[src/rtl/ebus_lane_arbiter_if.sv]
// EBUS driver/merger bundle: driver claims and data in, merged bus and diagnostics out.
// master = the driver side, slave = the arbiter.
interface ebus_lane_arbiter_if #(
  parameter int NDRV  = 32,
  parameter int WIDTH = 36,
  parameter int LANEW = 6,
  parameter int CNTW  = 16
);
  localparam int NLANES = WIDTH / LANEW;
  localparam int OW     = (NDRV > 1) ? $clog2(NDRV) : 1;

  logic [NDRV-1:0]              drv_driving;
  logic [NDRV-1:0][NLANES-1:0]  drv_lanes;
  logic [NDRV-1:0][WIDTH-1:0]   drv_data;
  logic                         idle_hold;
  logic                         clr_status;

  logic [WIDTH-1:0]             ebus_data;
  logic                         ebus_active;
  logic [NLANES-1:0][OW-1:0]    lane_owner;
  logic                         contend;
  logic [NLANES-1:0]            contend_lanes;
  logic                         handoff_err;
  logic [CNTW-1:0]              contend_cnt;

  modport master (
    output drv_driving, drv_lanes, drv_data, idle_hold, clr_status,
    input  ebus_data, ebus_active, lane_owner, contend, contend_lanes, handoff_err, contend_cnt
  );

  modport slave (
    input  drv_driving, drv_lanes, drv_data, idle_hold, clr_status,
    output ebus_data, ebus_active, lane_owner, contend, contend_lanes, handoff_err, contend_cnt
  );
endinterface

[src/rtl/ebus_lane_arbiter.sv]
// Per-lane priority merger for the EBUS: lowest-index claimant wins each lane, output registered,
// with sticky contention / handoff diagnostics. Lane L occupies vector bits [L*LANEW +: LANEW].
module ebus_lane_arbiter #(
  parameter int NDRV  = 32,
  parameter int WIDTH = 36,
  parameter int LANEW = 6,
  parameter int CNTW  = 16
) (
  input logic                 clk,
  input logic                 reset_l,
  ebus_lane_arbiter_if.slave  bus
);
  localparam int NLANES = WIDTH / LANEW;
  localparam int OW     = (NDRV > 1) ? $clog2(NDRV) : 1;
  localparam int VW     = NLANES * (OW + 1);

  generate
    if (WIDTH % LANEW != 0) begin : g_bad_width
      $error("ebus_lane_arbiter: WIDTH must be a multiple of LANEW");
    end
  endgenerate

  typedef enum logic [1:0] {IDLE, OWNED, HANDOFF} state_t;

  logic [NLANES-1:0]          lane_hit;
  logic [NLANES-1:0]          lane_con;
  logic [NLANES-1:0][OW-1:0]  owner;
  logic [WIDTH-1:0]           data_nxt;

  generate
    for (genvar l = 0; l < NLANES; l++) begin : g_lane
      logic [NDRV-1:0]  clm;
      logic [OW-1:0]    win;
      logic [LANEW-1:0] sel;

      always_comb begin
        clm = '0;
        for (int i = 0; i < NDRV; i++) clm[i] = bus.drv_driving[i] & bus.drv_lanes[i][l];
      end

      // Scan from the bottom of the priority order so the lowest index overwrites last.
      always_comb begin
        win = '0;
        sel = '0;
        for (int i = NDRV - 1; i >= 0; i--) begin
          if (clm[i]) begin
            win = OW'(i);
            sel = bus.drv_data[i][l*LANEW +: LANEW];
          end
        end
      end

      assign lane_hit[l] = |clm;
      assign lane_con[l] = |(clm & (clm - NDRV'(1)));
      assign owner[l]    = win;
      assign data_nxt[l*LANEW +: LANEW] = lane_hit[l] ? sel :
                                          (bus.idle_hold ? bus.ebus_data[l*LANEW +: LANEW] : '0);
    end
  endgenerate

  // Owner vector: claimed mask plus per-lane winner (winner is 0 on unclaimed lanes).
  logic [VW-1:0] ovec, ovec_q;
  assign ovec = {lane_hit, owner};

  logic   any_claim, any_con;
  assign any_claim = |lane_hit;
  assign any_con   = |lane_con;

  state_t state, state_nxt;
  logic   herr_set, latch;

  always_comb begin
    state_nxt = state;
    herr_set  = 1'b0;
    latch     = 1'b0;
    case (state)
      IDLE: begin
        if (any_claim) begin
          state_nxt = OWNED;
          latch     = 1'b1;
        end
      end
      OWNED, HANDOFF: begin
        if (!any_claim) begin
          state_nxt = IDLE;
        end else if (ovec != ovec_q) begin
          state_nxt = HANDOFF;
          herr_set  = 1'b1;
          latch     = 1'b1;
        end else begin
          state_nxt = OWNED;
        end
      end
      default: state_nxt = IDLE;
    endcase
  end

  always_ff @(posedge clk) begin
    if (!reset_l) begin
      state             <= IDLE;
      ovec_q            <= '0;
      bus.ebus_data     <= '0;
      bus.ebus_active   <= 1'b0;
      bus.lane_owner    <= '0;
      bus.contend       <= 1'b0;
      bus.contend_lanes <= '0;
      bus.handoff_err   <= 1'b0;
      bus.contend_cnt   <= '0;
    end else begin
      state           <= state_nxt;
      if (latch) ovec_q <= ovec;
      bus.ebus_data   <= data_nxt;
      bus.ebus_active <= any_claim;
      bus.lane_owner  <= owner;
      // A clear in the same cycle as a new event leaves just that event recorded.
      if (bus.clr_status) begin
        bus.contend       <= any_con;
        bus.contend_lanes <= lane_con;
        bus.handoff_err   <= herr_set;
        bus.contend_cnt   <= CNTW'(any_con);
      end else begin
        bus.contend       <= bus.contend | any_con;
        bus.contend_lanes <= bus.contend_lanes | lane_con;
        bus.handoff_err   <= bus.handoff_err | herr_set;
        if (any_con && (bus.contend_cnt != {CNTW{1'b1}}))
          bus.contend_cnt <= bus.contend_cnt + CNTW'(1);
      end
    end
  end
endmodule

[src/flat_wrapper.sv]
// flat-port wrapper written by rule: the top's interface ports become plain ports
module ebus_lane_arbiter_flat 
#(
  parameter int NDRV  = 32,
  parameter int WIDTH = 36,
  parameter int LANEW = 6,
  parameter int CNTW  = 16
)
  (clk, reset_l, bus_drv_driving, bus_drv_lanes, bus_drv_data, bus_idle_hold, bus_clr_status, bus_ebus_data, bus_ebus_active, bus_lane_owner, bus_contend, bus_contend_lanes, bus_handoff_err, bus_contend_cnt);
  ebus_lane_arbiter_if #(.NDRV(NDRV), .WIDTH(WIDTH), .LANEW(LANEW), .CNTW(CNTW)) bus_i ();
  input logic clk;
  input logic reset_l;
  input wire logic [$bits(bus_i.drv_driving)-1:0] bus_drv_driving;
  input wire logic [$bits(bus_i.drv_lanes)-1:0] bus_drv_lanes;
  input wire logic [$bits(bus_i.drv_data)-1:0] bus_drv_data;
  input wire logic [$bits(bus_i.idle_hold)-1:0] bus_idle_hold;
  input wire logic [$bits(bus_i.clr_status)-1:0] bus_clr_status;
  output wire logic [$bits(bus_i.ebus_data)-1:0] bus_ebus_data;
  output wire logic [$bits(bus_i.ebus_active)-1:0] bus_ebus_active;
  output wire logic [$bits(bus_i.lane_owner)-1:0] bus_lane_owner;
  output wire logic [$bits(bus_i.contend)-1:0] bus_contend;
  output wire logic [$bits(bus_i.contend_lanes)-1:0] bus_contend_lanes;
  output wire logic [$bits(bus_i.handoff_err)-1:0] bus_handoff_err;
  output wire logic [$bits(bus_i.contend_cnt)-1:0] bus_contend_cnt;
  assign bus_i.drv_driving = bus_drv_driving;
  assign bus_i.drv_lanes = bus_drv_lanes;
  assign bus_i.drv_data = bus_drv_data;
  assign bus_i.idle_hold = bus_idle_hold;
  assign bus_i.clr_status = bus_clr_status;
  assign bus_ebus_data = bus_i.ebus_data;
  assign bus_ebus_active = bus_i.ebus_active;
  assign bus_lane_owner = bus_i.lane_owner;
  assign bus_contend = bus_i.contend;
  assign bus_contend_lanes = bus_i.contend_lanes;
  assign bus_handoff_err = bus_i.handoff_err;
  assign bus_contend_cnt = bus_i.contend_cnt;
  ebus_lane_arbiter #(.NDRV(NDRV), .WIDTH(WIDTH), .LANEW(LANEW), .CNTW(CNTW)) u_core (.clk(clk), .reset_l(reset_l), .bus(bus_i));
endmodule
[config.mk]
export PLATFORM = sky130hd
export DESIGN_NAME = ebus_lane_arbiter_flat
export DESIGN_NICKNAME = d
export VERILOG_FILES = /design/src/rtl/ebus_lane_arbiter_if.sv /design/src/rtl/ebus_lane_arbiter.sv /design/src/flat_wrapper.sv
export SDC_FILE = /design/constraint.sdc
export NUM_CORES = 1
export LEC_CHECK = 0
export CORE_AREA = 2 2 568 570
export CTS_CLUSTER_DIAMETER = 80
export DETAILED_ROUTE_END_ITERATION = 12
export DIE_AREA = 0 0 570 572
export PLACE_DENSITY = 0.3
export SETUP_SLACK_MARGIN = 0.1
export SYNTH_ARGS = -nofsm -noshare
export SYNTH_HDL_FRONTEND = slang
export SYNTH_SLANG_ARGS = --single-unit
[constraint.sdc]
create_clock -name clk -period 5.5 [get_ports clk]
set_input_delay 1.1 -clock clk [delete_from_list [all_inputs] [get_ports clk]]
set_output_delay 1.1 -clock clk [all_outputs]
set_load 0.05 [all_outputs]
==> impl_metrics.json <==
{
  "synth_edf_count": 0,
  "setup_viol": 0,
  "htree_levels": 4,
  "syn_inst": 3182,
  "drc": 0,
  "antenna_left": 0,
  "run_status": "finished clean",
  "die_area_um2": 326000,
  "gr-total-overflow": 0,
  "slowest_stage": "or4_4",
  "crit_start": "bus_drv_lanes[18]",
  "syn_to_final_growth_pct": 123.7,
  "syn_nets": 4565,
  "holdWs_ns": 0.4621,
  "die_w_um": 570,
  "reg2reg_from": "u_core.ovec_q[12]",
  "layout_common_cells": "clkdlybuf4s50_1 (1429), buf_4 (591), nand2_1 (459)",
  "async_reset_ff_share_pct": 0,
  "dpl_cell_area_um2": 45050,
  "worstPathRequired_ns": 5.96,
  "nets": 6479,
  "via_per_inst": 4.129,
  "critPathKind": "in2reg",
  "drt_iter0_markers": 3368,
  "via_count": 38677,
  "grt_pass1_wl_um": 432600,
  "grt_max_degree": 34,
  "fmax_mhz": 188.5,
  "rsz0062_at_grt": "no",
  "die_height_um": 572,
  "core_um2": 319800,
  "power_leakage_nw": 15.93,
  "period_needed_ns": 5.304,
  "wl_per_cell_um": 37.34,
  "worstPathArrival_ns": 5.77,
  "ys_warn_count": 0,
  "path_clk_slew_ns": 0.07,
  "worstRegToRegCells": 11,
  "holdPathStages": 2,
  "clock-sinks": 129,
  "whs_endpoint": "u_core.bus.ebus_data[26]",
  "cts_made_buffers": 25,
  "skew_ns": 0.02210,
  "ys_ff_latch": 129,
  "finalHoldViolations": 0,
  "max-cap-violations": 0,
  "regToRegSetupSlack_ns": 1.33,
  "seq_area_um2": 2582,
  "fin_crit_sh_pct": 96.44,
  "switching_power_mw": 3.698,
  "nFillCells": 36770,
  "setup_tns_ns": 0,
  "grt_usage_pct": 20.48,
  "drt-total-wl_um": 349800,
  "dpl.hpwl_um": 317700,
  "initial_utilization_pct": 6.432,
  "fin_area_um2": 46030,
  "cts_tree": "built",
  "power.density_nw_per_um2": 171.6,
  "crit_path_start_kind": "input port",
  "switching_share_pct": 46.82,
  "r2r-end": "u_core.ovec_q[29]",
  "crit_top_cell": "buf_4",
  "cpPeakStageDelay_ns": 0.55,
  "comb_power_share_pct": 64.6,
  "first_pass_iters": 6,
  "antenna_found_initial": 173,
  "clkPwrFrac_pct": 20.5,
  "min-delay-start": "u_core.bus.ebus_data[26]",
  "root_buffer": "clkbuf_16",
  "final_common_cell": "clkdlybuf4s50_1",
  "relSlewSlack_pct": 18.50,
  "place_congestion": 0.9163,
  "hp-class": "reg2reg",
  "grt_pass1_vias": 39147,
  "clk_path_buf_depth": 3,
  "synth.avg_cell_area_um2": 6.465,
  "synth_ff_type": "dfxtp_1",
  "finalPower_mw": 7.899,
  "synth_cell_types": 83,
  "multi_input_area_um2": 17080,
  "irDropWorstVdd_uv": 166.0,
  "crit_chain": "dlygate4sd2_1 -> a22o_1 -> or4_4 -> buf_4 -> a222oi_1 -> buf_4 -> o2111a_1 -> nand4_1 -> buf_4 -> or4_1 -> or4_4 -> o41a_1 -> o21ai_4 -> buf_12 -> bufbuf_16 -> mux2_1",
  "seqPwrFrac_pct": 14.9,
  "port-buffer-count": 1470,
  "yosysSeqAreaShare_pct": 12.55,
  "pin_count": 1471,
  "tightest_slew_ns": 1.207,
  "power.internal_mw": 4.201,
  "syn_area_um2": 20570,
  "drive_above_1_share_pct": 14.82,
  "cp_max_fo": 7,
  "crit_path_end_kind": "flop",
  "clock_latency_ns": 0.58,
  "rows": 208,
  "finalMaxSlewViolations": 0
}
[Yosys cell counts (18+ instances only)]
| cell | n | area (µm²) |
|---|---|---|
| buf_1 | 27 | 101.4 |
| a22o_1 | 51 | 446.7 |
| a211oi_1 | 59 | 442.9 |
| nand2_1 | 460 | 1727 |
| o221ai_1 | 176 | 1541 |
| o22ai_1 | 124 | 775.7 |
| a311oi_1 | 24 | 210.2 |
| and2_1 | 109 | 681.9 |
| a21oi_1 | 335 | 1677 |
| o21ai_0 | 168 | 840.8 |
| o211ai_1 | 90 | 675.7 |
| nand3_1 | 162 | 810.8 |
| o311ai_0 | 29 | 254.0 |
| o2111ai_1 | 25 | 219.0 |
| nor4_1 | 28 | 175.2 |
| a221oi_1 | 59 | 516.8 |
| nand4_1 | 81 | 506.7 |
| dfxtp_1 | 129 | 2582 |
| clkbuf_1 | 194 | 728.2 |
| and3_1 | 30 | 187.7 |
| inv_1 | 34 | 127.6 |
| or3_1 | 18 | 112.6 |
| a22oi_1 | 101 | 758.2 |
| a31oi_1 | 69 | 431.7 |
| o31ai_1 | 22 | 165.2 |
| a221o_1 | 29 | 290.3 |
| nor2_1 | 216 | 810.8 |
| nor3_1 | 54 | 270.3 |
[metal layers]
layer	vias up	share of wire, %	global-route usage, %
li1	16860	-	-
met1	19253	40	24.14
met2	2111	49	36.14
met3	377	7.4	4.721
met4	76	3.4	6.936
met5	-	0.15	0
[state kept, by name, summed over array words and instances (netlist names)]
name and count:
u_core.bus.contend 1, u_core.bus.ebus_active 1, u_core.bus.contend_cnt 16, u_core.bus.handoff_err 1, u_core.bus.lane_owner 30, u_core.bus.contend_lanes 6, u_core.ovec_q 36, u_core.state 2
u_core.bus.ebus_data 36
[stage by stage]
| step | std cells | setup slack (ns) | utilization [%] |
|---|---|---|---|
| finish | 9368 | 0.1957 | 14.39 |
| global route | 9338 | 0.1030 | 14.37 |
| CTS | 9300 | 0.1566 | 14.33 |
| detailed placement | 9265 | -0.7871 | 14.08 |
| global placement | 9265 | -0.8110 | 14.08 |
| floorplan | 3182 | 0.4261 | - |
[worst max path at each step]
| stage | endpoint | cells past startpoint | slack [ns] |
|---|---|---|---|
| 3_5_place_dp | u_core.ovec_q[12] | 15 | -0.79 |
| 5_1_grt | u_core.ovec_q[22] | 16 | 0.10 |
| 6_report | u_core.ovec_q[29] | 16 | 0.20 |
| 4_1_cts | u_core.ovec_q[22] | 16 | 0.16 |
| 2_1_floorplan | u_core.ovec_q[23] | 12 | 0.43 |
| 3_3_place_gp | u_core.ovec_q[10] | 15 | -0.81 |
[power groups by stage]
stage          sequential (mW)  clock, mW  combinational, mW
6_report                  1.18       1.62               5.11
5_1_grt                   1.19       1.71               5.34
4_1_cts                   1.18       1.71               5.17
3_5_place_dp              1.20          0               5.03
3_3_place_gp              1.20          0               5.06
2_1_floorplan             1.33          0               1.50
[repair_timing]
item | in CTS | in global routing
resized for setup | 10 | 11
hold buffers | 0 | 0
cloned | 1 | 0
endpoints found under the setup margin | 36 | 13
pin swaps | 3 | 9
buffers inserted | 2 | 1
[critical path: cells and delay by family]
family          cells  cell delay (ns)
simple gates        4             1.71
mux                 1             0.31
compound gates      5             1.42
buf+inv             6             1.22
[area by class of cell]
cell class / instances / share of cell area (%)
clock buffers: 30 / 1.465
clock inverters: 2 / 0.08155
diodes: 67 / 0.3643
inverters: 35 / 0.2854
repair buffers: 2115 / 43.66
multi-input cells: 2790 / 37.11
well taps: 4200 / 11.42
flip-flops and latches: 129 / 5.611
[cell families (layout without fill, tap and decap cells)]
kind of cell | after synthesis | after routing | synth area share (%)
mux | 39 | 39 | 2.037
fa+ha+maj | 11 | 11 | 0.5717
simple gates | 1218 | 1218 | 27.89
compound gates | 1514 | 1514 | 51.68
xor+xnor | 8 | 8 | 0.3406
buf+inv | 263 | 2182 | 4.926
other cells | 0 | 67 | 0
flops | 129 | 129 | 12.55
(Power assumes the default switching activity.)
